File: config.mk
export PLATFORM = sky130hd
export DESIGN_NAME = spi_slave_if
export DESIGN_NICKNAME = d
export VERILOG_FILES = /design/src/rtl/spi_slave_if_pkg.sv /design/src/rtl/sync_2ff.sv /design/src/rtl/spi_slave_if.sv
export SDC_FILE = /design/constraint.sdc
export NUM_CORES = 1
export LEC_CHECK = 0
export ABC_AREA = 0
export BUFFER_PORTS_ARGS = -buffer_cell sky130_fd_sc_hd__buf_2
export CORE_UTILIZATION = 23
export DETAILED_ROUTE_END_ITERATION = 16
export PLACE_DENSITY = 0.36
export SYNTH_ARGS = -nofsm -noshare
export SYNTH_HDL_FRONTEND = slang
export SYNTH_HIERARCHICAL = 1
export SYNTH_SLANG_ARGS = --single-unit
File: constraint.sdc
create_clock -name clk -period 4.3 [get_ports clk]
set_clock_uncertainty 0.2 [all_clocks]
set_input_delay 1.075 -clock clk [delete_from_list [all_inputs] [get_ports clk]]
set_output_delay 1.075 -clock clk [all_outputs]
set_load 0.03 [all_outputs]
File: src/rtl/spi_slave_if_pkg.sv
// ============================================================================
// Module   : spi_slave_if_pkg
// Desc     : Shared constants and state type for the SPI slave interface.
// Revision : 1.0 - initial release
// ============================================================================
`default_nettype none

package spi_slave_if_pkg;

    localparam logic [7:0] c_spi_fill_byte = 8'h00;
    localparam logic       c_nss_inactive  = 1'b1;

    localparam logic c_sync_rst_sck  = 1'b0;
    localparam logic c_sync_rst_nss  = c_nss_inactive;
    localparam logic c_sync_rst_mosi = 1'b0;

    typedef enum logic [0:0] {
        ST_IDLE   = 1'b0,
        ST_ACTIVE = 1'b1
    } spi_state_e;

endpackage

`default_nettype wire

File: src/rtl/sync_2ff.sv
// ============================================================================
// Module   : sync_2ff
// Desc     : Single-bit two-flop synchronizer with configurable reset value.
// Revision : 1.0 - initial release
// ============================================================================
`default_nettype none

module sync_2ff #(
    parameter logic RST_VAL = 1'b0
) (
    input  logic clk,
    input  logic rst,
    input  logic d_i,
    output logic q_o
);

    logic meta_q;
    logic sync_q;

    always_ff @(posedge clk or posedge rst) begin
        if (rst) begin
            meta_q <= RST_VAL;
            sync_q <= RST_VAL;
        end else begin
            meta_q <= d_i;
            sync_q <= meta_q;
        end
    end

    assign q_o = sync_q;

endmodule

`default_nettype wire

File: src/rtl/spi_slave_if.sv
// ============================================================================
// Module   : spi_slave_if
// Desc     : Oversampled SPI mode-0 slave, MSB first, one-entry TX buffer.
// Revision : 1.0 - initial release
// ============================================================================
`default_nettype none

module spi_slave_if
    import spi_slave_if_pkg::*;
#(
    parameter int DATA_W = 8
) (
    input  logic              clk,
    input  logic              rst,
    input  logic              spi_clk,
    input  logic              spi_nss,
    input  logic              spi_mosi,
    output logic              spi_miso,
    output logic              spi_miso_oe,
    input  logic [DATA_W-1:0] tx_data,
    input  logic              tx_valid,
    output logic              tx_ready,
    output logic [DATA_W-1:0] rx_data,
    output logic              rx_valid,
    output logic              tx_underrun
);

    localparam int                CNT_W       = $clog2(DATA_W + 1);
    localparam logic [DATA_W-1:0] c_fill_word = DATA_W'(c_spi_fill_byte);
    localparam logic [CNT_W-1:0]  c_last_bit  = CNT_W'(DATA_W - 1);

    logic sck_s, nss_s, mosi_s;

    sync_2ff #(.RST_VAL(c_sync_rst_sck))  u_sync_sck  (.clk(clk), .rst(rst), .d_i(spi_clk),  .q_o(sck_s));
    sync_2ff #(.RST_VAL(c_sync_rst_nss))  u_sync_nss  (.clk(clk), .rst(rst), .d_i(spi_nss),  .q_o(nss_s));
    sync_2ff #(.RST_VAL(c_sync_rst_mosi)) u_sync_mosi (.clk(clk), .rst(rst), .d_i(spi_mosi), .q_o(mosi_s));

    spi_state_e        state_q, state_d;
    logic              sck_prev_q, nss_prev_q;
    logic [CNT_W-1:0]  bit_cnt_q, bit_cnt_d;
    logic [DATA_W-2:0] rx_shift_q, rx_shift_d;
    logic [DATA_W-1:0] tx_shift_q, tx_shift_d;
    logic              reload_q, reload_d;
    logic              oe_q, oe_d;
    logic [DATA_W-1:0] rx_data_q, rx_data_d;
    logic              rx_valid_q, rx_valid_d;
    logic              underrun_q, underrun_d;
    logic [DATA_W-1:0] buf_q, buf_d;
    logic              buf_full_q, buf_full_d;
    logic              tx_ready_q, tx_ready_d;

    logic              w_sck_rise, w_sck_fall, w_nss_rise, w_nss_fall;
    logic              w_fetch;
    logic [DATA_W-1:0] w_fetch_val;
    logic [DATA_W-1:0] w_rx_next;

    assign w_sck_rise = sck_s & ~sck_prev_q;
    assign w_sck_fall = ~sck_s & sck_prev_q;
    assign w_nss_fall = ~nss_s & nss_prev_q;
    assign w_nss_rise = nss_s & ~nss_prev_q;

    // The buffer is consumed at frame start and on the first SCK fall after a byte boundary.
    assign w_fetch = ((state_q == ST_IDLE) && w_nss_fall) ||
                     ((state_q == ST_ACTIVE) && !w_nss_rise && w_sck_fall && reload_q);
    assign w_fetch_val = buf_full_q ? buf_q : c_fill_word;
    assign w_rx_next   = {rx_shift_q, mosi_s};

    always_ff @(posedge clk or posedge rst) begin
        if (rst) begin
            state_q    <= ST_IDLE;
            sck_prev_q <= c_sync_rst_sck;
            nss_prev_q <= c_nss_inactive;
            bit_cnt_q  <= '0;
            rx_shift_q <= '0;
            tx_shift_q <= '0;
            reload_q   <= 1'b0;
            oe_q       <= 1'b0;
            rx_data_q  <= '0;
            rx_valid_q <= 1'b0;
            underrun_q <= 1'b0;
            buf_q      <= '0;
            buf_full_q <= 1'b0;
            tx_ready_q <= 1'b1;
        end else begin
            state_q    <= state_d;
            sck_prev_q <= sck_s;
            nss_prev_q <= nss_s;
            bit_cnt_q  <= bit_cnt_d;
            rx_shift_q <= rx_shift_d;
            tx_shift_q <= tx_shift_d;
            reload_q   <= reload_d;
            oe_q       <= oe_d;
            rx_data_q  <= rx_data_d;
            rx_valid_q <= rx_valid_d;
            underrun_q <= underrun_d;
            buf_q      <= buf_d;
            buf_full_q <= buf_full_d;
            tx_ready_q <= tx_ready_d;
        end
    end

    always_comb begin
        state_d    = state_q;
        bit_cnt_d  = bit_cnt_q;
        rx_shift_d = rx_shift_q;
        tx_shift_d = tx_shift_q;
        reload_d   = reload_q;
        oe_d       = oe_q;
        rx_data_d  = rx_data_q;
        rx_valid_d = 1'b0;
        underrun_d = w_fetch && !buf_full_q;
        buf_d      = buf_q;
        buf_full_d = buf_full_q;

        case (state_q)
            ST_IDLE: begin
                if (w_nss_fall) begin
                    state_d    = ST_ACTIVE;
                    bit_cnt_d  = '0;
                    reload_d   = 1'b0;
                    tx_shift_d = w_fetch_val;
                    oe_d       = 1'b1;
                end
            end
            ST_ACTIVE: begin
                if (w_nss_rise) begin
                    state_d    = ST_IDLE;
                    bit_cnt_d  = '0;
                    reload_d   = 1'b0;
                    tx_shift_d = '0;
                    oe_d       = 1'b0;
                end else if (w_sck_rise) begin
                    rx_shift_d = w_rx_next[DATA_W-2:0];
                    if (bit_cnt_q == c_last_bit) begin
                        rx_data_d  = w_rx_next;
                        rx_valid_d = 1'b1;
                        bit_cnt_d  = '0;
                        reload_d   = 1'b1;
                    end else begin
                        bit_cnt_d = bit_cnt_q + CNT_W'(1);
                    end
                end else if (w_sck_fall) begin
                    if (reload_q) begin
                        tx_shift_d = w_fetch_val;
                        reload_d   = 1'b0;
                    end else begin
                        tx_shift_d = {tx_shift_q[DATA_W-2:0], 1'b0};
                    end
                end
            end
            default: state_d = ST_IDLE;
        endcase

        // A load in the same cycle as a write sees the old (empty) buffer.
        if (w_fetch && buf_full_q) begin
            buf_full_d = 1'b0;
        end
        if (tx_valid && tx_ready_q) begin
            buf_d      = tx_data;
            buf_full_d = 1'b1;
        end
        tx_ready_d = !buf_full_d;
    end

    assign spi_miso    = tx_shift_q[DATA_W-1];
    assign spi_miso_oe = oe_q;
    assign tx_ready    = tx_ready_q;
    assign rx_data     = rx_data_q;
    assign rx_valid    = rx_valid_q;
    assign tx_underrun = underrun_q;

endmodule

`default_nettype wire

==> results of run 1 <==
## logic make-up (layout without fill, tap and decap cells)
kind of cell	after synthesis	count (layout)	share of synthesized area [%]
compound gates	32	32	10.2
fa+ha+maj	1	1	0.577
buf+inv	18	43	4.21
mux	32	32	17.9
simple gates	37	37	9.12
flops	50	50	57.9
## final timing paths
kind	endpoint	startpoint	slack (ns)
min in group asynchronous	u_sync_mosi/meta_q	rst	0.44
max in group asynchronous	tx_ready	rst	2.39
setup / recovery	tx_shift_q[5]	nss_prev_q	2.00
hold reg to reg	u_sync_sck/q_o	u_sync_sck/meta_q	0.16
setup reg to reg	tx_shift_q[5]	nss_prev_q	2.00
hold / removal	u_sync_sck/q_o	u_sync_sck/meta_q	0.16
## stage by stage
stage	cells	hold slack, ns	worst slack (ns)	instance area (um2)
floorplan	170	0.131	2.00	2170
global placement	298	0.132	1.97	2380
detailed placement	298	0.136	1.96	2380
CTS	306	0.160	1.98	2470
global route	306	0.167	1.87	2470
finish	306	0.157	2.00	2470
## layer usage
metal  vias to the layer above  wire, um
met5                         -         0
met4                         0        39
met3                         5       120
met2                        21      1890
met1                       653      2180
li1                        638         -
## cell usage after synthesis, types with 2 or more instances
library cell and count:
dfrtp_1 46, mux2_2 23, nand2_1 22, inv_1 8, mux2_4 8, a22oi_1 7, o211ai_1 7, buf_2 4
dfstp_2 4, nor2_1 4, o21ai_0 4, a21oi_1 3, a31oi_1 3, clkbuf_1 3, nand2b_1 3, a211oi_1 2
a21o_1 2, buf_6 2
## worst max-delay path, cell delays in order (launching register included)
cell	delay [ns]
dfstp_2	0.53
nand2b_1	0.54
o21ai_0	0.21
a21o_1	0.37
mux2_2	0.33
## power by group
part | switching, mW | internal, mW | leakage (nW) | total [mW]
clock network | 0.155 | 0.115 | 0.0452 | 0.270
logic | 0.121 | 0.147 | 0.524 | 0.268
registers | 0.0988 | 0.590 | 0.628 | 0.689
## layout make-up
| class | instances | area, um2 |
|---|---|---|
| clock inverters | 2 | 13.8 |
| well taps | 111 | 139 |
| repair buffers | 27 | 138 |
| multi-input cells | 102 | 821 |
| flip-flops and latches | 50 | 1260 |
| fillers | 981 | 6730 |
| inverters | 8 | 30.0 |
| clock buffers | 6 | 72.6 |
## flip-flops by register name (all words and copies together), names as in the netlist, 4 cells and up
| name | count |
|---|---|
| buf_q | 8 |
| rx_data | 8 |
| tx_shift_q | 8 |
| rx_shift_q | 7 |
| bit_cnt_q | 4 |
==> summary.md, run 1 <==
| Metric | Value |
|---|---|
| Commonest non-fill, non-tap cell in the layout | dfrtp_1 |
| Hold Crit Class | flop to flop |
| Max Cap Viol | 0 |
| Post-synth top flop | dfrtp_1 |
| Hold violation total from the final report | 0 |
| RSZ-0062 raised after global routing | false |
| Asr flop ratio synth | 100% |
| P&R area growth vs syn | 13.9% |
| DR WL/cell | 13.8 um |
| Total global routing overflow | 0 |
| Post-synth EDFFs | 0 |
| DR vias/cell | 4.30 |
| Synthesis Warnings | 6 |
| Max Root-Sink Buffers | 2 |
| Post-CTS setup buffers | 0 |
| Setup crit end kind | flop |
| Boundary pin count | 27 |
| GRT Overall Usage | 9.44% |
| Root Buffer | clkbuf_8 |
| Max FO, Critical Path | 15 |
| Chip height | 99.1 um |
| CP Launch Type | flop |
| Die ar. | 9820 um2 |
| PostCTS Resize Cnt | 0 |
| Worst-path clk slew | 0.10 ns |
| Total negative slack | 0 ns |
| Starting density of the core | 23.6% |
| GR Util met2 | 13.7% |
| Tightest Pin Transition | 1.07 ns |
| Final period util | 53.6% |
| Crit path kind | flop to flop |
| Met3 usage | 2.11% |
| Fmax | 434 MHz |
| Site Rows | 35 |
| Final nets | 209 |
| Reg2Reg Depth | 4 |
| Final Max Slew Viols | 0 |
| Port Buffers | 26 |
| Vias in the first global route | 1,379 |
| Remaining antenna violation count | 0 |
| Mapped Cells | 170 |
| DPL Wire Length | 2840 um |
| Max VDD drop | 0.175 mV |
| CP Data Required Time | 4.28 ns |
| Pleak | 1.20 nW |
| Minimum clock period after layout | 2.30 ns |
| Gr busiest metal | met1 |
| Core ar. | 9200 um2 |
| Layout cells sized above 1 | 37.9% |
| Top cell type's share of synthesized area | 53.1% |
| TritonRoute pass-1 iters | 4 |
| CTS buffer count | 5 |
| Clock sinks | 50 |
| Cell variety after synth | 33 |
| Initial DRC count | 33 |
| Post-synthesis area per instance | 12.8 um2 |
| Largest net degree at the start of global routing | 29 |
| Initial antenna violation count | 0 |
| Final setup vio count | 0 |
| Design Power | 1.23 mW |
| Mapped Area | 2170 um2 |
| Syn Nets | 185 |
| Met1 usage | 13.8% |
| Sequential element share of the synthesized area | 57.9% |
| Die width | 99.1 um |
| Status | finished, final reports clean |
| CTS tree | done |
| Pwr Density | 497 nW/um2 |
| H-tree levels | 2 |
| DRT Wirelength | 4230 um |
| Crit path DAT | 2.29 ns |
| Synth Register Bits | 50 |
| Relative slew slack | 28.4% |
| Biggest area consumer among synthesized cells | dfrtp_1 |
| Global-route wire length before repair | 7140 um |
| Most frequent cells in the layout | 46 x dfrtp_1, 26 x buf_2, 23 x mux2_2 |
| Top cells by area, synth | dfrtp_1 53%, mux2_2 12%, mux2_4 5.5% |
| Drt drc | 0 |
| Vias | 1,317 |
| Placer Congestion | 0.643 |
| Cts hold-fix bufs | 0 |
| Hold depth | 0 |
| End-of-flow core utilization | 26.9% |
| Worst-skew pair later-pin latency | 0.30 ns |
| Ant diodes | 0 |
Power figures use the tool's default switching activity.
==> run 2, diff against run 1 <==
--- a/config.mk
+++ b/config.mk
@@ -9,7 +9,7 @@
 export BUFFER_PORTS_ARGS = -buffer_cell sky130_fd_sc_hd__buf_2
 export CORE_UTILIZATION = 23
 export DETAILED_ROUTE_END_ITERATION = 16
-export PLACE_DENSITY = 0.36
+export PLACE_DENSITY = 0.37
 export SYNTH_ARGS = -nofsm -noshare
 export SYNTH_HDL_FRONTEND = slang
 export SYNTH_HIERARCHICAL = 1
==> constraint.sdc (replaced) <==
create_clock -name clk -period 1.9 [get_ports clk]
set_clock_uncertainty 0.2 [all_clocks]
set_input_delay 0.475 -clock clk [delete_from_list [all_inputs] [get_ports clk]]
set_output_delay 0.475 -clock clk [all_outputs]
set_load 0.03 [all_outputs]
==> run 2 against run 1 <==
Fmax is 31% higher. Global-route usage is 0.55 points lower. Die area unchanged. First-iteration DRC count rose by 79%. Largest cell class unchanged. Final cell count grew 3.3%. Largest power group unchanged. Critical path type unchanged. Critical path depth stayed put.
==> summary.md, run 2 (synthesized netlist as in run 1, its figures left out) <==
| Metric | Value |
|---|---|
| Worst-skew pair later-pin latency | 0.31 ns |
| RSZ-0062 raised after global routing | false |
| Max Root-Sink Buffers | 2 |
| Ant diodes | 0 |
| TritonRoute pass-1 iters | 3 |
| Total negative slack | 0 ns |
| Sequential cell area | 1260 um2 |
| Fill cells | 966 |
| Worst-path clk slew | 0.10 ns |
| Initial DRC count | 59 |
| Relative slew slack | 65.8% |
| Die ar. | 9820 um2 |
| Multi-input gate area | 822 um2 |
| Final period util | 92.7% |
| Root Buffer | clkbuf_8 |
| Final Max Slew Viols | 0 |
| CTS buffer count | 5 |
| Placer Congestion | 0.664 |
| Status | finished, final reports clean |
| Die width | 99.1 um |
| Core ar. | 9200 um2 |
| Port Buffers | 26 |
| Hold violation total from the final report | 0 |
| Final setup vio count | 0 |
| Crit path DAT | 1.75 ns |
| Pwr Density | 1150 nW/um2 |
| DR vias/cell | 4.32 |
| Final nets | 219 |
| Vias in the first global route | 1,425 |
| DRT Wirelength | 3960 um |
| Initial antenna violation count | 0 |
| Pre-CTS setup slack | 0.0499 ns |
| Site Rows | 35 |
| Remaining antenna violation count | 0 |
| DR WL/cell | 12.5 um |
| Total global routing overflow | 0 |
| P&R area growth vs syn | 18.8% |
| Max Cap Viol | 0 |
| CTS tree | done |
| Starting density of the core | 23.6% |
| Global-route wire length before repair | 6820 um |
| DPL Wire Length | 2790 um |
| GRT Overall Usage | 8.89% |
| H-tree levels | 2 |
| Max VDD drop | 0.288 mV |
| Tightest Pin Transition | 0.512 ns |
| Final worst slack | 0.139 ns |
| Clock sinks | 50 |
| Max FO, Critical Path | 9 |
| Drt drc | 0 |
| CP Launch Type | flop |
| Layout cells sized above 1 | 41.5% |
| Largest net degree at the start of global routing | 25 |
| Boundary pin count | 27 |
| Hold Crit Class | input port to flop |
| CP Data Required Time | 1.89 ns |
| Minimum clock period after layout | 1.76 ns |
| Pleak | 1.26 nW |
| Most frequent cells in the layout | 46 x dfrtp_1, 26 x buf_2, 23 x mux2_2 |
| Setup crit end kind | flop |
| Vias | 1,366 |
| Commonest non-fill, non-tap cell in the layout | dfrtp_1 |
| Chip height | 99.1 um |
| Fmax | 568 MHz |
| Crit path kind | flop to flop |
-- run 2: cell types whose count changed in the layout (fill, tap and decap cells not counted), sizes merged --
cell,delta
buf,+9
bufinv,+1
clkbuf,-1
clkinv,-1
dlygate4sd3,+1
inv,+1
-- run 2: final timing paths --
| check | cells after the start | endpoint | start | slack [ns] |
|---|---|---|---|---|
| max | 4 | tx_shift_q[1] | nss_prev_q | 0.14 |
| min | 1 | u_sync_nss/meta_q | spi_nss | 0.06 |
| max reg2reg | 4 | tx_shift_q[1] | nss_prev_q | 0.14 |
| min reg2reg | 0 | u_sync_sck/q_o | u_sync_sck/meta_q | 0.16 |
| max in group asynchronous | 4 | tx_ready | rst | 0.65 |
| min in group asynchronous | 3 | u_sync_mosi/meta_q | rst | 0.38 |
-- run 2: critical path: stages, from the launching register on --
cell	delay, ns
dfstp_2	0.53
nand2b_1	0.20
o21ai_0	0.12
a21o_2	0.31
mux2_2	0.29
-- run 2: final cells by class --
| class | instances | area share, % |
|---|---|---|
| Clock buffer | 5 | 2.67 |
| Timing Repair Buffer | 37 | 8.36 |
| Clock inverter | 3 | 1.70 |
| Tap cell | 111 | 5.39 |
| Multi-Input combinational cell | 102 | 31.9 |
| Sequential cell | 50 | 48.8 |
| Inverter | 8 | 1.17 |
-- run 2: stage by stage --
step | hold WS (ns) | instances | total power, mW | util (%) | area (um2)
3_5_place_dp | 0.139 | 307 | 2.22 | 26.7 | 2450
4_1_cts | 0.0445 | 316 | 3.01 | 28.0 | 2570
5_1_grt | 0.0374 | 316 | 3.14 | 28.0 | 2570
3_3_place_gp | 0.133 | 307 | 2.21 | 26.7 | 2450
2_1_floorplan | 0.0162 | 170 | 2.02 | - | 2170
6_report | 0.0565 | 316 | 2.95 | 28.0 | 2570
-- run 2: routing by layer --
metal / vias up / share of wire [%] / global-route usage [%]
met1: 674 / 50 / 11.9
met2: 16 / 46 / 13.6
li1: 669 / - / -
met3: 7 / 2.6 / 2.32
met4: 0 / 1.9 / 3.73
met5: - / 0 / 0
-- run 2: power breakdown --
part	leakage [nW]	total [mW]	internal, mW	switching [mW]
registers	0.628	1.50	1.34	0.166
clock network	0.0585	0.776	0.395	0.380
logic	0.569	0.673	0.361	0.312
total	1.26	2.95	2.09	0.859
-- run 2: timing repair --
action                                 CTS  global route
endpoints found under the hold margin    6             0
hold buffers                             1             0
gates resized for setup                  0             1
setup endpoints to repair                0             8
setup buffers                            0             0
